`config.mk`:
```
export PLATFORM = sky130hd
export DESIGN_NAME = alu_result_stage
export DESIGN_NICKNAME = d
export VERILOG_FILES = /design/src/rtl/alu_pkg.sv /design/src/rtl/result_fifo2.sv /design/src/rtl/alu_result_stage.sv
export SDC_FILE = /design/constraint.sdc
export NUM_CORES = 1
export LEC_CHECK = 0
export BUFFER_PORTS_ARGS = -buffer_cell sky130_fd_sc_hd__buf_2
export CAP_MARGIN = 20
export CORE_MARGIN = 3
export CORE_UTILIZATION = 54
export DETAILED_ROUTE_END_ITERATION = 10
export GPL_ROUTABILITY_DRIVEN = 0
export PLACE_DENSITY = 0.8
export SYNTH_ARGS = -nofsm -noshare
export SYNTH_HDL_FRONTEND = slang
export SYNTH_SLANG_ARGS = --single-unit
```
`constraint.sdc`:
```
create_clock -name clk -period 2 [get_ports clk]
set_input_delay 0.2 -clock clk [delete_from_list [all_inputs] [get_ports clk]]
set_output_delay 0.2 -clock clk [all_outputs]
set_load 0.05 [all_outputs]
```
`src/rtl/alu_pkg.sv`:
```
`default_nettype none
// ---------------------------------------------------------------------------
// alu_pkg : shared widths, flag bit positions, ALU op codes and result entry
// Revision: 1.0
// ---------------------------------------------------------------------------
package alu_pkg;

  localparam int DATA_W = 32;
  localparam int RD_W   = 5;

  localparam int FLAG_N = 3;
  localparam int FLAG_Z = 2;
  localparam int FLAG_C = 1;
  localparam int FLAG_V = 0;

  typedef enum logic [1:0] {
    ALU_ADD = 2'b00,
    ALU_XOR = 2'b01,
    ALU_SUB = 2'b10,
    ALU_SLT = 2'b11
  } alu_op_e;

  typedef struct packed {
    logic [DATA_W-1:0] result;
    logic [RD_W-1:0]   rd;
    logic [3:0]        flags;
  } result_entry_t;

  function automatic logic [3:0] pack_flags(input logic n, input logic z,
                                            input logic c, input logic v);
    logic [3:0] f;
    f         = 4'b0000;
    f[FLAG_N] = n;
    f[FLAG_Z] = z;
    f[FLAG_C] = c;
    f[FLAG_V] = v;
    return f;
  endfunction

endpackage
`default_nettype wire

```
`src/rtl/result_fifo2.sv`:
```
`default_nettype none
// ---------------------------------------------------------------------------
// result_fifo2 : 2-entry strict FIFO with 1-bit pointers and occupancy count
// Revision: 1.0
// ---------------------------------------------------------------------------
module result_fifo2
  import alu_pkg::*;
#(
  parameter int ENTRY_W = $bits(result_entry_t)
) (
  input  logic               clk,
  input  logic               rst_n,
  input  logic               flush,
  input  logic               push,
  input  logic               pop,
  input  logic [ENTRY_W-1:0] push_data,
  output logic [ENTRY_W-1:0] head_data,
  output logic [1:0]         occupancy
);

  logic [ENTRY_W-1:0] mem_q [2];
  logic [ENTRY_W-1:0] mem_d [2];
  logic               head_q, head_d;
  logic               tail_q, tail_d;
  logic [1:0]         occ_q, occ_d;

  always_comb begin
    mem_d  = mem_q;
    head_d = head_q;
    tail_d = tail_q;
    occ_d  = occ_q;
    if (flush) begin
      // Flush wins over any same-cycle push or pop.
      head_d = 1'b0;
      tail_d = 1'b0;
      occ_d  = 2'd0;
    end else begin
      if (push) begin
        mem_d[tail_q] = push_data;
        tail_d        = ~tail_q;
      end
      if (pop) begin
        head_d = ~head_q;
      end
      occ_d = occ_q + {1'b0, push} - {1'b0, pop};
    end
  end

  always_ff @(posedge clk or negedge rst_n) begin
    if (!rst_n) begin
      mem_q[0] <= '0;
      mem_q[1] <= '0;
      head_q   <= 1'b0;
      tail_q   <= 1'b0;
      occ_q    <= 2'd0;
    end else begin
      mem_q[0] <= mem_d[0];
      mem_q[1] <= mem_d[1];
      head_q   <= head_d;
      tail_q   <= tail_d;
      occ_q    <= occ_d;
    end
  end

  assign head_data = (occ_q == 2'd0) ? '0 : mem_q[head_q];
  assign occupancy = occ_q;

endmodule
`default_nettype wire

```
`src/rtl/alu_result_stage.sv`:
```
`default_nettype none
// ---------------------------------------------------------------------------
// alu_result_stage : ALU result buffer toward writeback plus NZCV flag register
// Revision: 1.0
// ---------------------------------------------------------------------------
module alu_result_stage
  import alu_pkg::*;
#(
  parameter int DATA_W = alu_pkg::DATA_W,
  parameter int RD_W   = alu_pkg::RD_W
) (
  input  logic              clk,
  input  logic              rst_n,
  input  logic              flush,
  input  logic              in_valid,
  output logic              in_ready,
  input  logic [DATA_W-1:0] in_result,
  input  logic              in_carry,
  input  logic              in_zero,
  input  logic              in_overflow,
  input  logic              in_negative,
  input  logic [RD_W-1:0]   in_rd,
  input  logic              in_set_flags,
  output logic              out_valid,
  input  logic              out_ready,
  output logic [DATA_W-1:0] out_result,
  output logic [RD_W-1:0]   out_rd,
  output logic [3:0]        out_flags,
  output logic [3:0]        flags_q,
  output logic [1:0]        occupancy
);

  localparam int ENTRY_W = DATA_W + RD_W + 4;

  logic               w_accept;
  logic               w_pop;
  logic [3:0]         w_in_flags;
  logic [ENTRY_W-1:0] w_push_data;
  logic [ENTRY_W-1:0] w_head_data;
  logic [3:0]         flags_d;

  // Ready and valid come from registered occupancy only.
  assign in_ready  = (occupancy != 2'd2);
  assign out_valid = (occupancy != 2'd0);
  assign w_accept  = in_valid && in_ready;
  assign w_pop     = out_valid && out_ready;

  assign w_in_flags  = pack_flags(in_negative, in_zero, in_carry, in_overflow);
  assign w_push_data = {in_result, in_rd, w_in_flags};

  result_fifo2 #(
    .ENTRY_W (ENTRY_W)
  ) u_fifo (
    .clk       (clk),
    .rst_n     (rst_n),
    .flush     (flush),
    .push      (w_accept),
    .pop       (w_pop),
    .push_data (w_push_data),
    .head_data (w_head_data),
    .occupancy (occupancy)
  );

  assign out_result = w_head_data[ENTRY_W-1 -: DATA_W];
  assign out_rd     = w_head_data[4 +: RD_W];
  assign out_flags  = w_head_data[3:0];

  always_comb begin
    flags_d = flags_q;
    if (w_accept && in_set_flags && !flush) begin
      flags_d = w_in_flags;
    end
  end

  always_ff @(posedge clk or negedge rst_n) begin
    if (!rst_n) begin
      flags_q <= 4'b0000;
    end else begin
      flags_q <= flags_d;
    end
  end

endmodule
`default_nettype wire

```
**Word-level counts from Yosys, hierarchy flattened**

Cells that the tools add are included.

- Register bits after elaboration: 90
- Latch bits: 0
- Bits in writable memories: 0
- ROM bits: 0
- Input bits: 47
- Output and inout bits: 49
- Word-level logic and storage cells: 40
- Memories kept: 0

- $add $sub $neg: 2
- Multipliers: 0
- Div/mod/pow operators: 0
- Magnitude comparators: 3
- Equality and inequality tests: 1
- Shifts and indexed selects: 0
- Mux-type cells: 12
- Bitwise logic cells: 5
- Reductions and logical operators: 11

Operators by type and width:

| kind | count |
|---|---|
| two-way mux 41 bit | 5 |
| bitwise mux 82 bit | 1 |
| demux 41 bit (select 1 bit) | 1 |
| nonzero test 2 bit | 3 |
| logical AND 1 bit | 5 |
| >= comparator 2 bit (second input constant) | 2 |
| two-way mux 1 bit | 4 |
| inverter 1 -> 2 bit | 2 |
| inverter 1 bit | 3 |
| adder 2 x 1 -> 2 bit | 1 |
| logical NOT 2 bit | 1 |
| less-than comparator 2 x 1 -> 1 bit (second input constant) | 1 |
| two-way mux 2 bit | 1 |
| != test 2 bit (second input constant) | 1 |
| AND reduction 2 bit | 1 |
| subtractor 2 x 1 -> 2 bit | 1 |
| logical NOT 1 bit | 1 |

**Longest topological paths before layout**

- Depth in word-level cells: 6
- Mapped depth: 8
- Depth with buffers taken out: 8

**Modules after synthesis**

Synthesis repeated with hierarchy kept, for this count alone.

- Cell total of the unflattened synthesis: 294
- Area total of the unflattened synthesis: 4,090.2 µm²

By module, submodules not included:

| module | times used | cells an instance | area each (µm²) | seq. area each (µm²) |
|---|---|---|---|---|
| result_fifo2 | 1 | 281 | 3,887.5 | 2,152.1 |
| alu_result_stage | 1 | 13 | 202.7 | 100.1 |

**Least setup slack after synthesis**

No wires, ideal clock.

- Kind: register to output
- Start: register u_fifo.occ_q[0] (netlist: u_fifo.occupancy[0])
- End: output out_flags[1]
- Arrival: 1,788 ps
- Required time: 1,800 ps
- Slack: 12 ps
- Stages on the path, launching flop included: 4
- Buffers on the path: 1
- Cell sequence: dfrtp_1 -> nor2_1 -> clkbuf_1 -> nor2_1

- Word-level cells in the longest chain between the ends: 2

RTL lines:

| what | RTL line | source |
|---|---|---|
| start: declaration | result_fifo2.sv:25 | `logic [1:0] occ_q, occ_d;` |
| start signal: assignment | result_fifo2.sv:55 | `occ_q <= 2'd0;` |
| start signal: assignment | result_fifo2.sv:61 | `occ_q <= occ_d;` |
| logical NOT 2 bit | result_fifo2.sv:65 | `assign head_data = (occ_q == 2'd0) ? '0 : mem_q[head_q];` |
| two-way mux 41 bit | result_fifo2.sv:65 |  |
| end: declaration | alu_result_stage.sv:28 | `output logic [3:0] out_flags,` |

Every way passes these cells.

**Worst setup path in the final report**

- Start: register u_fifo.head_q
- End: output out_result[19]

- Word-level cells in the longest chain between the ends: 5

RTL lines:

| what | RTL line | source |
|---|---|---|
| start: declaration | result_fifo2.sv:23 | `logic head_q, head_d;` |
| start signal: assignment | result_fifo2.sv:53 | `head_q <= 1'b0;` |
| start signal: assignment | result_fifo2.sv:59 | `head_q <= head_d;` |
| inverter 1 -> 2 bit (not written as such) | result_fifo2.sv:65 |  |
| two-way mux 41 bit (not written as such) (3 in series) | result_fifo2.sv:65 |  |
| two-way mux 41 bit | result_fifo2.sv:65 |  |
| end: declaration | alu_result_stage.sv:26 | `output logic [DATA_W-1:0] out_result,` |

Every way passes these cells. The select of a mux whose other input is x is not followed.

==> flow_metrics.tcl <==
set metrics [dict create \
    clock_skew_ns 0.0107 \
    synth_nets 348 \
    grt_setup_unrepaired "false" \
    wl_mm 7.73 \
    r2r_setup_slack_ns 0.29 \
    synth_seq_area_share_pct 54.9 \
    synth_cell_type_count 24 \
    worst_r2r_path_depth 7 \
    num_vias 2583 \
    fin_tns_setup_ns 0 \
    postSynthAreaPerCell_um2 13.7 \
    clock_latency_at_the_later_pin_of_the_worst_skew_pair_ns 0.35 \
    clkTransAtPathRegs_ns 0.08 \
    finalHoldViolations 0 \
    drcViolationCount 0 \
    place_area_um2 4750 \
    design.final.nets 450 \
    global_route_wire_length_before_repair_mm 13.0 \
    grt_start_max_net_pins 38 \
    route.detailed.vias_per_inst 5.11 \
    layout_common_cells "sky130_fd_sc_hd__buf_2 (94), sky130_fd_sc_hd__dfrtp_1 (89), sky130_fd_sc_hd__mux2_2 (74)" \
    critical_path.cell_chain "buf_4 -> mux2i_1 -> nor2_1 -> buf_2" \
    synthesized_netlist_cell_count 299 \
    run_status "completed" \
    cpLargestDelayFamily "flip-flops" \
    syn_to_final_growth_pct 22.6 \
    max_freq_mhz 524 \
    drt_first_pass_iters 4 \
    floorplan.die_area_um2 8680 \
    synth_top_cells_by_area "sky130_fd_sc_hd__dfrtp_1 (55%), sky130_fd_sc_hd__mux2_2 (20%), sky130_fd_sc_hd__mux2i_1 (10%)" \
    static_leak_uw 0.00237 \
    post-layout-total-power_uw 9330 \
    final_cell_area_um2 5030 \
    worst_r2r_startpoint "u_fifo.occupancy[0]" \
    worst-path-stages 4 \
    synth_largest_type_area_fraction_pct 54.9 \
    cts-root-to-sink-buffers 2 \
    worstHoldStart "in_result[19]" \
    drive_above_1_share_pct 52.5 \
    setup.worst_path.end_class "output pin" \
    cts_buffers 9 \
    leading_cell_type_in_the_layout_fill_and_taps_excluded "sky130_fd_sc_hd__buf_2" \
    post-route-min-period_ns 1.91 \
    max-vdd-ir-drop_mv 0.970 \
    relative_slew_slack_pct 67.9 \
    post_cts.resized_instances 0 \
    critical_path.n_buffers_inverters 2 \
    place.port_buffers 95 \
    slowest_stage "sky130_fd_sc_hd__dfrtp_2" \
    number_of_max_cap_violations 0 \
    setup_slack_ns 0.0934 \
    ios 96 \
    timing_max_transition_violations_final 0 \
    crit_type "reg2out" \
    critical_path.max_stage_delay_ns 0.62 \
    global_route.usage.total_pct 19.3 \
    fin_hold_ws_ns 0.0766 \
    die_boundary_height_um 93.2 \
    count_of_final_setup_violators 0 \
    preCtsSetupSlack_ns 0.289 \
    detailed_place_hpwl_mm 5.53 \
    initial_core_util_pct 56.0 \
    clock_tree.htree_level_count 3 \
    grt-ovfl-total 0 \
    dieWidth_um 93.2 \
    worst_pin_slew_ns 0.482 \
    number_of_synthesized_register_bits 90 \
    antenna_violating_nets_post_route 0 \
    ff_to_ff_end "u_fifo.occupancy[1]" \
    crit_required_ns 1.80 \
    yosysWarnings 0 \
    post_cts.repair.setup_buffers 0 \
    cts_root_buffer "sky130_fd_sc_hd__clkbuf_8" \
    crit_path_start_kind "flip-flop" \
    wire_per_inst_um 15.3 \
    worstPathArrival_ns 1.71 \
    placement_rows 31 \
    coreArea_um2 7330 \
    first_iter_violations 93 \
    hold_path_class "in2reg" \
    netlist.top_cell.by_area "sky130_fd_sc_hd__dfrtp_1" \
    grt_antenna_before_repair 0 \
    insertedDiodeCount 0 \
    hold_path_depth 2 \
    power_density_nw_per_um2 1850 \
    netlist_area_um2 4110 \
    cts.sink_count 90 \
    critical_path_peak_fanout 12 \
    first_global_vias 2682 \
    tritoncts "done" \
    timing.hold.worst_endpoint "u_fifo.mem_q[28]" \
    timing.final.crit_share_pct 95.3 \
]
==> worst max-delay path by stage <==
stage,start,endpoint,slack (ns)
6_report,u_fifo.head_q,out_result[19],0.09
5_1_grt,u_fifo.head_q,out_result[1],0.0004
4_1_cts,u_fifo.head_q,out_result[19],0.05
3_5_place_dp,u_fifo.occupancy[0],u_fifo.occupancy[0],0.29
3_3_place_gp,u_fifo.occupancy[0],u_fifo.occupancy[0],0.35
2_1_floorplan,u_fifo.occupancy[0],out_flags[1],0.01
==> worst reg2reg max path, delay by kind of cell, from the launching register on <==
kind,cells,cell delay (ns)
adder cells (fa/ha/maj),2,0.46
AO/OA/AOI/OAI,1,0.33
flip-flops,1,0.47
XOR/XNOR,1,0.16
AND/OR/NAND/NOR,1,0.05
buffers and inverters,2,0.13
==> logic make-up after synthesis <==
family	count (synthesis)	synth area share [%]
XOR/XNOR	3	0.640
adder cells (fa/ha/maj)	2	0.609
flip-flops	90	54.9
AO/OA/AOI/OAI	3	0.366
buffers and inverters	22	3.23
multiplexers	127	34.5
AND/OR/NAND/NOR	52	5.79
==> report_power, final <==
part	leakage, uW	switching, uW	internal (uW)
Combinational	0.00117	2970	1630
Clock	0.000134	602	989
Sequential	0.00107	476	2660
==> cell usage after synthesis <==
cell type                  count
sky130_fd_sc_hd__or3_1         1
sky130_fd_sc_hd__mux2_4       10
sky130_fd_sc_hd__o21ai_0       2
sky130_fd_sc_hd__ha_1          2
sky130_fd_sc_hd__nand3_2       1
sky130_fd_sc_hd__nand2_1       1
sky130_fd_sc_hd__xnor2_1       1
sky130_fd_sc_hd__nor4_4        1
sky130_fd_sc_hd__inv_1         3
sky130_fd_sc_hd__inv_2         2
sky130_fd_sc_hd__buf_2         4
sky130_fd_sc_hd__xor2_1        2
sky130_fd_sc_hd__nor2b_4       1
sky130_fd_sc_hd__clkbuf_1      5
sky130_fd_sc_hd__mux2i_1      41
sky130_fd_sc_hd__buf_6         4
sky130_fd_sc_hd__mux2_1        2
sky130_fd_sc_hd__nor2_1       44
sky130_fd_sc_hd__buf_4         4
sky130_fd_sc_hd__a21oi_1       1
sky130_fd_sc_hd__dfrtp_1      90
sky130_fd_sc_hd__mux2_2       74
sky130_fd_sc_hd__nor2b_1       2
sky130_fd_sc_hd__nand3_1       1
==> metrics by stage <==
| stage | utilization (%) | cells |
|---|---|---|
| finish | 68.6 | 505 |
| global route | 68.6 | 505 |
| CTS | 68.6 | 505 |
| global placement | 64.9 | 488 |
| detailed placement | 64.9 | 488 |
| floorplan | - | 299 |
==> layer usage <==
metal / up-vias / wire, um / GRT usage (%)
li1: 1240 / - / -
met5: - / 0 / 0
met4: 0 / 125 / 7.69
met3: 8 / 436 / 4.18
met1: 1263 / 3530 / 25.8
met2: 72 / 3640 / 30.8
==> registers in the layout (all words and copies together), names as in the netlist <==
register,flops
u_fifo.mem_q,82
flags_q,4
u_fifo.occupancy,2
u_fifo.head_q,1
u_fifo.tail_q,1
==> layout make-up <==
cell class / instances / area [um2]
Clock buffer: 11 / 141
Clock inverter: 5 / 125
Fill cell: 541 / 2300
Inverter: 5 / 18.8
Multi-Input combinational cell: 187 / 1730
Sequential cell: 90 / 2250
Tap cell: 99 / 124
Timing Repair Buffer: 108 / 641
==> repair_timing <==
item,in CTS,in global routing
hold endpoints to repair,35,0
hold buffers,1,0
endpoints found under the setup margin,0,0
Note: power is estimated with default switching activity, not from simulation.
